[src/rtl/keyboard_pkg.sv]
// Shared PS/2 keyboard constants: prefix bytes, controller status bytes,
// default game key make codes and the scan-code decoder state type.
package keyboard_pkg;

  localparam logic [7:0] SC_BREAK  = 8'hF0;
  localparam logic [7:0] SC_EXT    = 8'hE0;
  localparam logic [7:0] SC_ACK    = 8'hFA;
  localparam logic [7:0] SC_BAT_OK = 8'hAA;
  localparam logic [7:0] SC_ECHO   = 8'hEE;
  localparam logic [7:0] SC_RESEND = 8'hFE;

  localparam logic [7:0] SC_Z = 8'h1A;
  localparam logic [7:0] SC_X = 8'h22;
  localparam logic [7:0] SC_C = 8'h21;
  localparam logic [7:0] SC_V = 8'h2A;
  localparam logic [7:0] SC_B = 8'h32;

  // Key 0 sits in the least significant byte.
  localparam logic [39:0] DEFAULT_KEY_CODES = {SC_B, SC_V, SC_C, SC_X, SC_Z};

  typedef enum logic [1:0] {
    ST_IDLE,
    ST_BRK,
    ST_EXT,
    ST_EXT_BRK
  } kb_state_t;

  function automatic logic is_status_code(input logic [7:0] code);
    return (code == SC_ACK) || (code == SC_BAT_OK) ||
           (code == SC_ECHO) || (code == SC_RESEND);
  endfunction

endpackage

[src/rtl/scan_code_match.sv]
// Combinational lookup of a scan code in the packed make-code table;
// duplicate table entries resolve to the lowest index.
module scan_code_match #(
  parameter int NUM_KEYS = 5,
  parameter int IDX_W    = $clog2(NUM_KEYS + 1)
) (
  input  logic [7:0]            code,
  input  logic [8*NUM_KEYS-1:0] key_codes,
  output logic                  hit,
  output logic [IDX_W-1:0]      index
);

  always_comb begin
    hit   = 1'b0;
    index = '0;
    for (int i = NUM_KEYS - 1; i >= 0; i--) begin
      if (code == key_codes[8*i +: 8]) begin
        hit   = 1'b1;
        index = IDX_W'(i);
      end
    end
  end

endmodule

[src/rtl/ps2_key_tracker.sv]
// Tracks held/released state of mapped PS/2 keys from the controller byte
// stream, decoding F0/E0 prefixes and emitting one-cycle make/break events.
module ps2_key_tracker
  import keyboard_pkg::*;
#(
  parameter int                    NUM_KEYS       = 5,
  parameter logic [8*NUM_KEYS-1:0] KEY_CODES      = DEFAULT_KEY_CODES,
  parameter int                    TIMEOUT_CYCLES = 50_000_000,
  localparam int                   IDX_W          = $clog2(NUM_KEYS + 1)
) (
  input  logic                clock,
  input  logic                reset,
  input  logic [7:0]          rx_data,
  input  logic                rx_en,
  output logic [NUM_KEYS-1:0] key_state,
  output logic [IDX_W-1:0]    data_out,
  output logic                key_pressed,
  output logic                event_valid,
  output logic                event_make,
  output logic [IDX_W-1:0]    event_index
);

  localparam int CNT_W = (TIMEOUT_CYCLES > 2) ? $clog2(TIMEOUT_CYCLES) : 1;

  kb_state_t           state, state_nxt;
  logic [CNT_W-1:0]    idle_cnt;
  logic                timeout_hit;
  logic                byte_ok;
  logic                hit;
  logic [IDX_W-1:0]    idx;
  logic [IDX_W-1:0]    idx_1;
  logic [NUM_KEYS-1:0] key_mask;
  logic [NUM_KEYS-1:0] state_clr;
  logic                held;
  logic                do_make;
  logic                do_break;
  logic [IDX_W-1:0]    fallback;

  scan_code_match #(
    .NUM_KEYS (NUM_KEYS),
    .IDX_W    (IDX_W)
  ) u_match (
    .code      (rx_data),
    .key_codes (KEY_CODES),
    .hit       (hit),
    .index     (idx)
  );

  // Status bytes are swallowed without touching the decoder state.
  assign byte_ok     = rx_en && !is_status_code(rx_data);
  assign timeout_hit = (state != ST_IDLE) && (idle_cnt == CNT_W'(TIMEOUT_CYCLES - 1));
  assign idx_1       = idx + IDX_W'(1);
  assign key_mask    = hit ? (NUM_KEYS'(1) << idx) : '0;
  assign held        = |(key_state & key_mask);
  assign state_clr   = key_state & ~key_mask;

  always_ff @(posedge clock) begin
    if (reset) begin
      state <= ST_IDLE;
    end else begin
      state <= state_nxt;
    end
  end

  always_comb begin
    state_nxt = state;
    if (byte_ok) begin
      case (state)
        ST_IDLE: begin
          if (rx_data == SC_BREAK)    state_nxt = ST_BRK;
          else if (rx_data == SC_EXT) state_nxt = ST_EXT;
        end
        ST_BRK:     state_nxt = ST_IDLE;
        ST_EXT:     state_nxt = (rx_data == SC_BREAK) ? ST_EXT_BRK : ST_IDLE;
        ST_EXT_BRK: state_nxt = ST_IDLE;
        default:    state_nxt = ST_IDLE;
      endcase
    end else if (!rx_en && timeout_hit) begin
      state_nxt = ST_IDLE;
    end
  end

  // Extended-key bytes never reach these paths, so E0 F0 xx cannot release xx.
  always_comb begin
    do_make  = 1'b0;
    do_break = 1'b0;
    if (byte_ok && hit) begin
      if (state == ST_IDLE && !held)
        do_make = 1'b1;
      if (state == ST_BRK && held)
        do_break = 1'b1;
    end
  end

  always_comb begin
    fallback = '0;
    for (int i = NUM_KEYS - 1; i >= 0; i--) begin
      if (state_clr[i]) fallback = IDX_W'(i + 1);
    end
  end

  always_ff @(posedge clock) begin
    if (reset || rx_en || state == ST_IDLE || timeout_hit) begin
      idle_cnt <= '0;
    end else begin
      idle_cnt <= idle_cnt + CNT_W'(1);
    end
  end

  always_ff @(posedge clock) begin
    if (reset) begin
      key_state   <= '0;
      data_out    <= '0;
      key_pressed <= 1'b0;
      event_valid <= 1'b0;
      event_make  <= 1'b0;
      event_index <= '0;
    end else begin
      event_valid <= do_make || do_break;
      if (do_make) begin
        key_state   <= key_state | key_mask;
        data_out    <= idx_1;
        key_pressed <= 1'b1;
        event_make  <= 1'b1;
        event_index <= idx_1;
      end else if (do_break) begin
        key_state   <= state_clr;
        key_pressed <= |state_clr;
        if (data_out == idx_1) data_out <= fallback;
        event_make  <= 1'b0;
        event_index <= idx_1;
      end
    end
  end

endmodule
[config.mk]
export PLATFORM = sky130hd
export DESIGN_NAME = ps2_key_tracker
export DESIGN_NICKNAME = d
export VERILOG_FILES = /design/src/rtl/keyboard_pkg.sv /design/src/rtl/scan_code_match.sv /design/src/rtl/ps2_key_tracker.sv
export SDC_FILE = /design/constraint.sdc
export NUM_CORES = 1
export LEC_CHECK = 0
export BUFFER_PORTS_ARGS = -buffer_cell sky130_fd_sc_hd__clkbuf_2
export CELL_PAD_IN_SITES_DETAIL_PLACEMENT = 1
export CELL_PAD_IN_SITES_GLOBAL_PLACEMENT = 2
export CORE_MARGIN = 5
export CORE_UTILIZATION = 35
export CTS_CLUSTER_SIZE = 16
export DETAILED_ROUTE_END_ITERATION = 12
export PLACE_DENSITY = 0.89
export SLEW_MARGIN = 20
export SYNTH_ARGS = -nofsm -noshare
export SYNTH_HDL_FRONTEND = slang
export SYNTH_SLANG_ARGS = --single-unit
[constraint.sdc]
create_clock -name clock -period 3.2 [get_ports clock]
set_clock_uncertainty 0.05 [all_clocks]
set_input_delay 0.64 -clock clock [delete_from_list [all_inputs] [get_ports clock]]
set_output_delay 0.64 -clock clock [all_outputs]
set_load 0.02 [all_outputs]
==> After elaboration in Yosys (flattened, before gate mapping) <==
Index checks and enable logic that the tools add are counted.
{ "totals": {"register_bits": 42, "inputBits": 11, "output_inout_bits": 14} }
{ "classes": {"n_addsub": 2, "n_eq_ne": 17, "shifts": 1, "mux": 37, "n_bitwise": 4, "n_reduce_logical": 26} }
{ "ops": {"columns": ["op", "count"], "rows": [
  ["8-bit equality test, second input constant", 6],
  ["3-bit 2-to-1 mux", 15],
  ["8-bit by 6-bit equality test with 1-bit output, second input constant", 4],
  ["26-bit by 1-bit adder with 26-bit output, second input constant", 1],
  ["26-bit equality test, second input constant", 1],
  ["5-bit 2-to-1 mux", 3],
  ["1-bit 2-to-1 mux", 13],
  ["5-bit bitwise AND", 2],
  ["2-bit 2-to-1 mux", 5],
  ["5-bit OR reduction", 2],
  ["8-bit by 5-bit equality test with 1-bit output, second input constant", 1],
  ["2-bit nonzero test", 4],
  ["1-bit logical OR", 7],
  ["1-bit logical AND", 6],
  ["2-bit case mux with 3 select lines", 1],
  ["5-bit NOT", 1],
  ["5-bit OR", 1],
  ["1-bit by 3-bit << shifter with 5-bit output, first input constant", 1],
  ["2-bit equality test, second input constant", 2],
  ["4-bit != test, second input constant", 1],
  ["2-bit AND reduction", 2],
  ["3-bit by 1-bit adder with 3-bit output, second input constant", 1],
  ["3-bit equality test", 1],
  ["1-bit zero test", 3],
  ["other kinds (3)", 3]
]} }

==> Depth between registers and ports, before layout <==
Gate-level depths: netlist of the first run.
{ "depth": {"depth_word": 18, "depth_mapped": 12, "ltp_nobuf": 12} }

==> Hierarchy <==
Synthesis of the first run repeated with hierarchy kept, for this count alone.
{ "hier_totals": {"hier_cells": 329, "area_unflattened_um2": 2741.4} }
{ "by_module_without_submodules": {"columns": ["module", "n_inst", "cells_per_inst", "area_per_inst_um2", "seq_area_each_um2"], "rows": [
  ["ps2_key_tracker", 1, 259, 2188.3, 840.8],
  ["scan_code_match", 1, 70, 553.0, 0.0]
]} }

==> Worst setup path before layout of the first run <==
OpenSTA, ideal clock, no wires.
{ "synth_timing": {"kind": "input -> register", "startpoint": "input rx_data[2]", "endpoint": "register key_pressed", "setup_time_ns": 0.086, "t_arrival_ns": 2.863, "t_required_ns": 3.064, "setup_slack_ns": 0.202, "stages": 12, "path_buffers": 1, "cell_sequence": "nor3b_2 -> nand2_1 -> nor2_1 -> inv_1 -> ha_1 -> a22o_1 -> a31oi_1 -> a21oi_2 -> nor4_4 -> buf_6 -> nor2_2 -> a211oi_1"} }
{ "synth_between": {"elab_chain_cells": 15, "elab_cells_between_ends": 42, "classes_between": "eq/ne (9); shift (1); mux (17); bitwise (3); reduce/logical (12)"} }
{ "synth_lines": {"columns": ["element", "line", "text"], "rows": [
  ["start, declared", "ps2_key_tracker.sv:13", "input logic [7:0] rx_data,"],
  ["8-bit by 6-bit equality test with 1-bit output", "scan_code_match.sv:17", "if (code == key_codes[8*i +: 8]) begin"],
  ["3-bit 2-to-1 mux (5 in series)", "scan_code_match.sv:17", null],
  ["1-bit by 3-bit << shifter with 5-bit output", "ps2_key_tracker.sv:53", "assign key_mask = hit ? (NUM_KEYS'(1) << idx) : '0;"],
  ["5-bit 2-to-1 mux", "ps2_key_tracker.sv:53", null],
  ["5-bit bitwise AND", "ps2_key_tracker.sv:54", "assign held = |(key_state & key_mask);"],
  ["5-bit OR reduction", "ps2_key_tracker.sv:54", null],
  ["1-bit zero test", "ps2_key_tracker.sv:88", "if (state == ST_IDLE && !held)"],
  ["1-bit logical AND", "ps2_key_tracker.sv:88", null],
  ["1-bit 2-to-1 mux", "ps2_key_tracker.sv:88", null],
  ["1-bit 2-to-1 mux", "ps2_key_tracker.sv:87", "if (byte_ok && hit) begin"],
  ["1-bit 2-to-1 mux / 2-bit nonzero test (equally long branches)", null, null],
  ["end signal, assigned", "ps2_key_tracker.sv:128", "key_pressed <= |state_clr;"],
  ["end, declared", "ps2_key_tracker.sv:17", "output logic key_pressed,"]
]} }
Several ways; a longest one is shown, not always the timed one. The select of a mux whose other input is x is not followed.
A chain may end at the register's enable or synchronous reset.

==> Final worst setup path of the first run <==
{ "layout_timing": {"startpoint": "input rx_data[5]", "endpoint": "register event_index[2]"} }
{ "layout_between": {"elab_chain_cells": 15, "elab_cells_between_ends": 40, "classes_between": "add/sub (1); eq/ne (9); shift (1); mux (17); bitwise (1); reduce/logical (11)"} }
{ "layout_lines": {"columns": ["element", "line", "text"], "rows": [
  ["8-bit by 6-bit equality test with 1-bit output", "scan_code_match.sv:17", null],
  ["3-bit 2-to-1 mux (5 in series)", "scan_code_match.sv:17", null],
  ["1-bit by 3-bit << shifter with 5-bit output", "ps2_key_tracker.sv:53", null],
  ["5-bit 2-to-1 mux", "ps2_key_tracker.sv:53", null],
  ["5-bit bitwise AND", "ps2_key_tracker.sv:54", null],
  ["5-bit OR reduction", "ps2_key_tracker.sv:54", null],
  ["1-bit zero test", "ps2_key_tracker.sv:88", null],
  ["1-bit logical AND", "ps2_key_tracker.sv:88", null],
  ["1-bit 2-to-1 mux", "ps2_key_tracker.sv:88", null],
  ["1-bit 2-to-1 mux", "ps2_key_tracker.sv:87", null],
  ["3-bit 2-to-1 mux / 2-bit nonzero test (equally long branches)", null, null],
  ["end signal, assigned", "ps2_key_tracker.sv:125", "event_index <= idx_1;"],
  ["end signal, assigned", "ps2_key_tracker.sv:131", "event_index <= idx_1;"],
  ["end, declared", "ps2_key_tracker.sv:20", "output logic [IDX_W-1:0] event_index"]
]} }
Several ways; a longest one is shown, not always the timed one. The select of a mux whose other input is x is not followed.

==> results of run 1 <==
[synthesized netlist by cell type, drive strengths merged (3+ instances only)]
cell	count	share of area [%]
and2	4	1.1
a21oi	10	2.3
inv	10	1.6
nand3	17	3.7
nor2	41	6.9
nor2b	3	0.82
nor4	5	2.7
a211oi	6	2.2
clkbuf	5	0.82
xnor2	16	6.1
nor4b	3	1.1
nand2	22	3.6
ha	5	2.7
and4	3	1.1
xor2	11	4.2
and3	4	1.1
nand4	5	1.4
dfxtp	42	37
a21o	4	1.3
o21ai	10	2.3
nor3	13	3.0
[where the power goes]
part / total [W] / leakage, nW / switching (W) / internal [W]
Clock: 0.000356 / 0.0482 / 0.000182 / 0.000174
Sequential: 0.000524 / 0.338 / 0.000000921 / 0.000523
Combinational: 0.0000542 / 0.579 / 0.0000329 / 0.0000213
[layout make-up]
class	instances	area (um2)	share of cell area, %
Inverter	10	37.54	1.394
Tap cell	77	96.34	3.578
Clock inverter	1	5.005	0.1859
Sequential cell	42	840.8	31.23
Clock buffer	7	86.33	3.206
Timing Repair Buffer	39	232.7	8.643
Multi-Input combinational cell	217	1394	51.77
[logic make-up after synthesis]
| kind of cell | after synthesis |
|---|---|
| flip-flops | 42 |
| adder cells (fa/ha/maj) | 5 |
| buffers and inverters | 16 |
| AO/OA/AOI/OAI | 50 |
| XOR/XNOR | 27 |
| AND/OR/NAND/NOR | 135 |
[routing by layer]
metal	vias to the layer above	track usage [%]	wire (um)
met5	-	0	0
met4	0	4.645	84
met3	9	3.884	233
met2	32	24.82	2728
met1	995	19.73	2933
li1	1061	-	-
[worst register-to-register path, stage by stage (launching register included)]
cell and delay (ns):
dfxtp_1 0.40, nand3_1 0.15, nor3_1 0.51, nand4_1 0.36, nor4_1 0.41, xnor2_1 0.17
nor2_1 0.05
[through the flow]
stage | cells | util, % | setup slack (ns) | area [um2] | power (W)
finish | 393 | 42.16 | 0.3689 | 2693 | 0.0009342
global route | 393 | 42.16 | 0.2356 | 2693 | 0.0009819
detailed placement | 385 | 40.73 | 0.05677 | 2601 | 0.0005900
floorplan | 275 | - | 0.2016 | 2302 | 0.0005637
global placement | 385 | 40.73 | 0.1946 | 2601 | 0.0005888
CTS | 393 | 42.16 | 0.3617 | 2693 | 0.0009530
[final timing paths]
check                                                    to  slack, ns  cells after the start
worst min-delay path                 idle_cnt[0]$_SDFF_PP0_       0.41                      1
worst max-delay path            event_index[2]$_SDFFE_PP0P_       0.37                     12
worst max register to register      idle_cnt[25]$_SDFF_PP0_       0.99                      6
worst min register to register       idle_cnt[0]$_SDFF_PP0_       0.41                      1
==> summary.txt, run 1 <==
Clock network
  – Hold_buf cts: 0
  – Clock tree from TritonCTS: done
  – Clock Pin Slew Worst Setup and Hold Paths: ~0.07 ns
  – Setup Buffers After CTS: 0
  – CTS Root Cell: clkbuf_8
  – H-tree depth: 2
  – CTS buffer count: 5
  – Clock Latency Late Sink: roughly 0.3 ns
  – Clock buffer depth: 2
  – Clk sinks: 42
  – Post-cts sizing count: 0

Floorplanning
  – Chip height: 91.11 um
  – Die Area: 8300 um2
  – Core footprint: 6386 um2
  – Effective utilization at floorplan: between 30% and 40%
  – Top Ports: 25
  – FP Rows: 29
  – Chip Width: 91.11 um

Logic synthesis
  – Post-synth EDFFs: 0
  – Syn Inst Count: 275
  – Main combinational cell family by area after synthesis: simple AND/OR/NAND/NOR gates
  – Synth Net Count: 291
  – Register area share after synthesis: between 30% and 40%
  – Syn. warnings: 0
  – #FFs+latches synth: 42
  – Synth Area in Compound Gates: 15.76%
  – Adder-Cell Fraction of Synth Area: around 2.7%
  – Syn_area_per_cell: roughly 8.4 um2
  – Cell area after synthesis: between 2000 and 2500 um2
  – Post-synthesis mux area share: 0%
  – Async S/R FF share, synth: 0%
  – Main synth FF type: dfxtp_1
  – Number of distinct library cells after synthesis: 54
  – Xor/xnor share of the synthesized area: between 10 and 15%
  – Post-synthesis simple-gate area fraction: 31.79%

STA
  – Max Fclk: between 300 and 400 MHz
  – Final period utilization: between 80 and 90%
  – Worst slew margin: between 50% and 60%
  – Unrepaired setup endpoints after global routing: no
  – Hold slack: 0.4086 ns
  – Fin Setup TNS: 0 ns
  – Final Hold Vio Count: 0
  – Final setup viols: 0
  – Tightest Pin Transition: about 0.62 ns
  – Min Tclk post-route: 2.831 ns
  – Max-slew violation count: 0

Hold path
  – Worst hold start: idle_cnt[0]$_SDFF_PP0_
  – Hold Crit Class: reg -> reg

Routing
  – Final wirelength: roughly 6000 um
  – Routed vias: about 2100
  – Post-DR vias/cell: 5.336
  – WL/cell: approximately 15 um
  – Final ANT Viol Nets: 0
  – DRT iter0 DRCs: 78
  – DR DRC count: 0
  – Pre-antenna DRT Iters: 4

Worst setup path
  – Gate family responsible for the most delay along the worst path: simple AND/OR/NAND/NOR gates
  – Worst R2R Start: idle_cnt[2]$_SDFF_PP0_
  – Critical path launch point: rx_data[5]
  – Peak fanout along the critical path: 10
  – Worst path max stage delay: around 0.33 ns
  – Critical path required time: ~3.3 ns
  – Nature of the critical path endpoint: register
  – CP bufs+invs: 2
  – Crit-path cells: clkbuf_2, nor3b_2, nand2_1, or2_2, ha_1, a22o_1, a31oi_1, a21oi_2, nor4_4, buf_4, nand2b_1, a211oi_1
  – CP Data Arrival Time: ~2.9 ns
  – Worst setup SP type: primary input
  – Critical path's slowest cell: nor4_4
  – Crit Path Class: in -> reg

Layout
  – Layout cells sized above 1: approximately a fifth
  – Synth-to-layout area growth: 16.96%
  – Highest-count cells in the layout ignoring fill and taps: 42 x dfxtp_1, 39 x nor2_1, 24 x clkbuf_2
  – Ant. Diodes: 0
  – Final net count: between 300 and 400
  – Commonest non-fill, non-tap cell in the layout: dfxtp_1
  – Fill cell count: between 700 and 800

Global route
  – Initial antenna violation count: 0
  – Largest net degree at the start of global routing: 27
  – First-pass GRT wire length: between 10000 and 15000 um
  – All-Layer GR Usage: about 15%
  – Vias in the first global route: 2170
  – Gr ovfl total: 0

Place
  – Detailed placer's ending HPWL: roughly 4600 um
  – IO Port Bufs: 24
  – GP Congestion: 0.8606

Power
  – Power density over cell area: approximately 350 nW/um2
  – P_leak: 0.9654 nW
  – Worst VDD drop: approximately 0.22 mV

Status
  – Status: finished, final reports clean

Job
  – Max cap viols: 0
Power figures use the tool's default switching activity.
==> run 2: changes to the inputs <==
--- a/config.mk
+++ b/config.mk
@@ -9,10 +9,11 @@
 export CELL_PAD_IN_SITES_DETAIL_PLACEMENT = 1
 export CELL_PAD_IN_SITES_GLOBAL_PLACEMENT = 2
 export CORE_MARGIN = 5
-export CORE_UTILIZATION = 35
+export CORE_UTILIZATION = 32
 export CTS_CLUSTER_SIZE = 16
 export DETAILED_ROUTE_END_ITERATION = 12
-export PLACE_DENSITY = 0.89
+export PLACE_DENSITY = 0.86
+export REMOVE_ABC_BUFFERS = 1
 export SLEW_MARGIN = 20
 export SYNTH_ARGS = -nofsm -noshare
 export SYNTH_HDL_FRONTEND = slang
==> constraint.sdc (replaced) <==
create_clock -name clock -period 2.28 [get_ports clock]
set_clock_uncertainty 0.05 [all_clocks]
set_input_delay 0.456 -clock clock [delete_from_list [all_inputs] [get_ports clock]]
set_output_delay 0.456 -clock clock [all_outputs]
set_load 0.02 [all_outputs]
==> summary.txt, run 2 (synthesized netlist as in run 1, its figures left out) <==
Power
  – Power density over cell area: slightly above 400 nW/um2
  – Worst VDD drop: ~0.27 mV
  – Logic pwr share: 8.8%
  – Seq pwr share: 54.6%
  – Pwr Total: 0.001346 W
  – P_leak: about 1.3 nW
  – Power share of the clock group: a little over a third
  – Sw frac: between 20 and 30%
  – Int Pwr: roughly 0.001 W
  – Sw power: 0.0003379 W

STA
  – Unrepaired setup endpoints after global routing: yes
  – Max Fclk: just over 400 MHz
  – Final period utilization: 107.8%
  – Final setup viols: 12
  – Final Hold Vio Count: 0
  – Min Tclk post-route: approximately 2.5 ns
  – Worst slew margin: between 60% and 70%
  – Setup ws final: -0.1780 ns
  – Max-slew violation count: 0
  – Tightest Pin Transition: 0.5396 ns

Floorplanning
  – Core footprint: about 7000 um2
  – Die Area: 8991 um2
  – Top Ports: 25
  – FP Rows: 31
  – Chip height: ~95 um
  – Effective utilization at floorplan: roughly 32%
  – Chip Width: 94.82 um

Job
  – Max cap viols: 0

Global route
  – Initial antenna violation count: 0
  – Gr ovfl total: 0
  – First-pass GRT wire length: around 12000 um
  – Vias in the first global route: 2369
  – Largest net degree at the start of global routing: 27
  – All-Layer GR Usage: 16.10%

Status
  – Status: complete, but fails checks
  – Failing checks: negative setup slack

Place
  – Detailed placer's ending HPWL: between 4000 and 5000 um
  – IO Port Bufs: 24
  – GP Congestion: 0.8141
  – Placed cell areas: between 2000 and 3000 um2
  – # placed instances: 440

Routing
  – Final wirelength: between 7000 and 8000 um
  – DR DRC count: 0
  – Final ANT Viol Nets: 0
  – WL/cell: roughly 15 um
  – Pre-antenna DRT Iters: 4
  – Routed vias: ~2300
  – DRT iter0 DRCs: 94
  – Post-DR vias/cell: around 5

Layout
  – Sequential cell area: around 840 um2
  – Highest-count cells in the layout ignoring fill and taps: 53 x buf_4, 42 x dfxtp_1, 38 x nor2_1
  – Synth-to-layout area growth: 44.73%
  – Ant. Diodes: 0
  – Final net count: approximately 380
  – Post-route cell area: about 3300 um2
  – Multi-input gate area: around 1600 um2
  – Commonest non-fill, non-tap cell in the layout: buf_4
  – Layout cells sized above 1: a little under two fifths
  – Fin cells: 461
  – Fill cell count: 880

Worst setup path
  – Critical path required time: between 2 and 2.5 ns
  – Reg2reg setup slack: between 0.3 and 0.4 ns
  – Nature of the critical path endpoint: register
  – Worst setup SP type: primary input
  – Peak fanout along the critical path: 5
  – Crit Path Class: in -> reg
  – CP Data Arrival Time: 2.60 ns

Clock network
  – Clock Pin Slew Worst Setup and Hold Paths: 0.09 ns
  – Clock buffer depth: 2
  – H-tree depth: 2
  – Clock tree from TritonCTS: done
  – Clk sinks: between 40 and 50
  – CTS Root Cell: clkbuf_8
  – Hold_buf cts: 0
  – CTS buffer count: 5
  – Clock Latency Late Sink: 0.30 ns

Hold path
  – Hold Crit Class: reg -> reg
[run 2: cell types whose count changed in the layout (fill, tap and decap cells not counted), sizes merged]
cell,delta
clkinv,+1
inv,+1
clkbuf,-6
buf,+50
[run 2: cell type report]
class / count / area share (%)
clock inverter: 3 / 0.5633
tap: 99 / 3.718
sequential: 42 / 25.23
inverter: 10 / 1.127
timing repair buffer: 85 / 19.64
clock buffer: 5 / 2.065
multi-input combinational: 217 / 47.65
[run 2: critical path: stages]
cell and delay [ns]:
clkbuf_2 0.13, nor3b_4 0.22, a21oi_2 0.05, or2_4 0.27
inv_2 0.06, ha_2 0.17, a22o_1 0.12, a31oi_1 0.04
a21oi_2 0.23, buf_6 0.17, o21ai_4 0.08, buf_12 0.15
buf_6 0.11, nor4b_4 0.27, a211oi_2 0.06
[run 2: through the flow]
stage / hold slack (ns) / worst slack, ns / utilization, % / setup TNS (ns)
finish: 0.4031 / -0.1780 / 46.69 / -0.9134
global route: 0.4192 / -0.3063 / 46.69 / -2.519
CTS: 0.4119 / -0.1418 / 44.20 / -1.121
detailed placement: 0.3885 / -0.6189 / 40.48 / -7.758
global placement: 0.3826 / -0.5407 / 40.48 / -6.761
floorplan: 0.3676 / -0.6957 / - / -8.211
[run 2: power by group through the flow]
stage	registers [W]	clock network, W	logic [W]
5_1_grt	0.000736	0.000550	0.000127
2_1_floorplan	0.000754	0	0.0000325
4_1_cts	0.000736	0.000517	0.000105
3_3_place_gp	0.000753	0	0.0000935
3_5_place_dp	0.000753	0	0.0000963
6_report	0.000736	0.000493	0.000118
[run 2: final timing paths]
check	cells after the start	end	startpoint
min reg2reg	1	idle_cnt[0]$_SDFF_PP0_	idle_cnt[0]$_SDFF_PP0_
max	15	key_pressed$_SDFFE_PP0P_	rx_data[0]
max reg2reg	9	idle_cnt[6]$_SDFF_PP0_	idle_cnt[0]$_SDFF_PP0_
min	1	idle_cnt[0]$_SDFF_PP0_	idle_cnt[0]$_SDFF_PP0_
[run 2: routing by layer]
layer  GRT usage [%]  vias up  routed length [um]
met5               0        -                   0
met4           4.808        0                 103
met3           2.948        8                 124
met2           26.48       28                3387
met1           21.36     1123                3429
li1                -     1152                   -
[run 2: repair_timing]
item                                   in CTS  in global routing
buffers inserted                            6                  6
setup endpoints to repair                  14                 14
resized for setup                          28                 28
pin swaps                                  16                 10
gates cloned                                1                  0
endpoints found under the hold margin       0                  0
==> run 3: changes to the inputs <==
--- a/config.mk
+++ b/config.mk
@@ -10,6 +10,7 @@
 export CELL_PAD_IN_SITES_GLOBAL_PLACEMENT = 2
 export CORE_MARGIN = 5
 export CORE_UTILIZATION = 32
+export CTS_BUF_LIST = sky130_fd_sc_hd__clkbuf_16
 export CTS_CLUSTER_SIZE = 16
 export DETAILED_ROUTE_END_ITERATION = 12
 export PLACE_DENSITY = 0.86
==> summary.txt, run 3 (synthesized netlist as in run 1, its figures left out) <==
Status
  – Status: complete, but fails checks
  – Failing checks: negative setup slack

STA
  – Tightest Pin Transition: 0.5244 ns
  – Unrepaired setup endpoints after global routing: yes
  – Final setup viols: 14
  – Max Fclk: between 300 and 400 MHz
  – Worst slew margin: approximately 65%
  – Final period utilization: 110.7%
  – Hold slack: around 0.4 ns
  – Min Tclk post-route: around 2.5 ns
  – Final Hold Vio Count: 0
  – Setup ws final: -0.2450 ns
  – Max-slew violation count: 0

Floorplanning
  – Die Area: approximately 9000 um2
  – Core footprint: roughly 7100 um2
  – Effective utilization at floorplan: 32.26%
  – Chip height: ~95 um
  – Top Ports: 25
  – Chip Width: 94.82 um
  – FP Rows: 31

Worst setup path
  – Critical path required time: about 2.4 ns
  – Worst R2R End: idle_cnt[20]$_SDFF_PP0_
  – Reg2reg setup slack: 0.35 ns
  – Cell mode on critical path: buf_4
  – Worst R2R Start: idle_cnt[0]$_SDFF_PP0_
  – Peak fanout along the critical path: 3
  – Nature of the critical path endpoint: register
  – Crit-path cells: buf_8, buf_6, or3b_4, nor3_4, inv_2, buf_4, buf_4, buf_4, buf_4, and2_1, nand3_1, a32oi_1, a221o_1
  – CP Data Arrival Time: around 2.6 ns
  – Critical path's slowest cell: or3b_4
  – Worst setup SP type: primary input
  – R2R depth: 9
  – Worst path max stage delay: about 0.38 ns
  – Crit Path Class: in -> reg
  – Gate family responsible for the most delay along the worst path: simple AND/OR/NAND/NOR gates
  – CP bufs+invs: 7

Global route
  – Gr ovfl total: 0
  – Vias in the first global route: around 2400
  – Initial antenna violation count: 0
  – First-pass GRT wire length: approximately 12000 um
  – Largest net degree at the start of global routing: 27
  – All-Layer GR Usage: approximately 17%

Clock network
  – Clock Pin Slew Worst Setup and Hold Paths: ~0.06 ns
  – CTS buffer count: 5
  – Clock Latency Late Sink: around 0.28 ns
  – H-tree depth: 2
  – Clk sinks: 42
  – Hold_buf cts: 0
  – Clock tree from TritonCTS: done
  – Clock buffer depth: 2
  – CTS Root Cell: clkbuf_16

Hold path
  – Worst hold endpoint: idle_cnt[0]$_SDFF_PP0_
  – Hold depth: 1
  – Hold Crit Class: reg -> reg
  – Worst hold start: idle_cnt[0]$_SDFF_PP0_

Layout
  – Post-route cell area: 3451 um2
  – Final net count: roughly 380
  – Highest-count cells in the layout ignoring fill and taps: 50 x buf_4, 42 x dfxtp_1, 37 x nor2_1
  – Final Util: just under 50%
  – Fin cells: 463
  – Ant. Diodes: 0
  – Layout cells sized above 1: about two fifths
  – Commonest non-fill, non-tap cell in the layout: buf_4
  – Synth-to-layout area growth: 49.89%

Place
  – Placed cell areas: between 2000 and 3000 um2
  – IO Port Bufs: 24
  – Dpl ws: -0.6189 ns
  – # placed instances: 440
  – Detailed placer's ending HPWL: 4769 um
  – GP Congestion: between 0.8 and 0.9

Power
  – Power density over cell area: 451.5 nW/um2
  – P_leak: ~1.3 nW
  – Worst VDD drop: between 0.3 and 0.4 mV

Routing
  – Routed vias: approximately 2400
  – Post-DR vias/cell: about 5.3
  – Pre-antenna DRT Iters: 6
  – Final wirelength: 8048 um
  – DRT iter0 DRCs: between 100 and 150
  – WL/cell: approximately 17 um
  – DR DRC count: 0
  – Final ANT Viol Nets: 0

Job
  – Max cap viols: 0
==> run 3: changes by cell type in the layout (fill, tap and decap cells not counted), moves of 2 or more <==
cell,before,now
buf_4,53,50
clkbuf_2,20,22
clkbuf_16,0,5
buf_6,9,13
o21ai_0,8,5
ha_4,2,4
clkbuf_8,5,0
o21ai_2,0,4
==> run 3: layout make-up <==
class                   instances  area [um2]
fillers                       874        3686
flip-flops and latches         42       840.8
clock inverters                 3       18.77
repair buffers                 87       666.9
clock buffers                   5       125.1
inverters                      10       40.04
multi-input cells             217        1635
well taps                      99       123.9
==> run 3: timing repair <==
| action | in CTS | in global routing |
|---|---|---|
| pin swaps | 22 | 24 |
| gates cloned | 1 | 0 |
| gates resized for setup | 27 | 44 |
| setup buffers | 7 | 8 |
| endpoints found under the setup margin | 14 | 15 |
==> run 3: per-stage QoR <==
stage | total power [W] | TNS (ns)
floorplan | 0.0007870 | -8.211
global placement | 0.0008465 | -6.761
detailed placement | 0.0008492 | -7.758
CTS | 0.001563 | -1.523
global route | 0.001623 | -3.354
finish | 0.001558 | -1.893
==> run 3: how the worst max path moves through the flow <==
stage | end | cells after the start | slack, ns | start
final | data_out[0]$_SDFFE_PP0P_ | 13 | -0.24 | rx_data[2]
after detailed placement | event_index[1]$_SDFFE_PP0P_ | 12 | -0.62 | rx_data[2]
after global routing | data_out[0]$_SDFFE_PP0P_ | 13 | -0.31 | rx_data[2]
after global placement | data_out[0]$_SDFFE_PP0P_ | 12 | -0.54 | rx_data[2]
after floorplan | data_out[0]$_SDFFE_PP0P_ | 11 | -0.70 | rx_data[2]
after CTS | data_out[0]$_SDFFE_PP0P_ | 11 | -0.17 | rx_data[2]
==> run 3: report_power, final <==
| part | total (W) | switching, W | internal (W) |
|---|---|---|---|
| registers | 0.000737 | 0.00000161 | 0.000735 |
| logic | 0.000119 | 0.0000616 | 0.0000578 |
| clock network | 0.000702 | 0.000296 | 0.000406 |
| total | 0.00156 | 0.000359 | 0.00120 |
==> run 3: layer usage <==
layer	up-vias	wire, um	track usage [%]
li1	1163	-	-
met5	-	0	0
met3	20	276	2.629
met2	63	3860	27.95
met4	0	210	5.649
met1	1189	3700	22.02
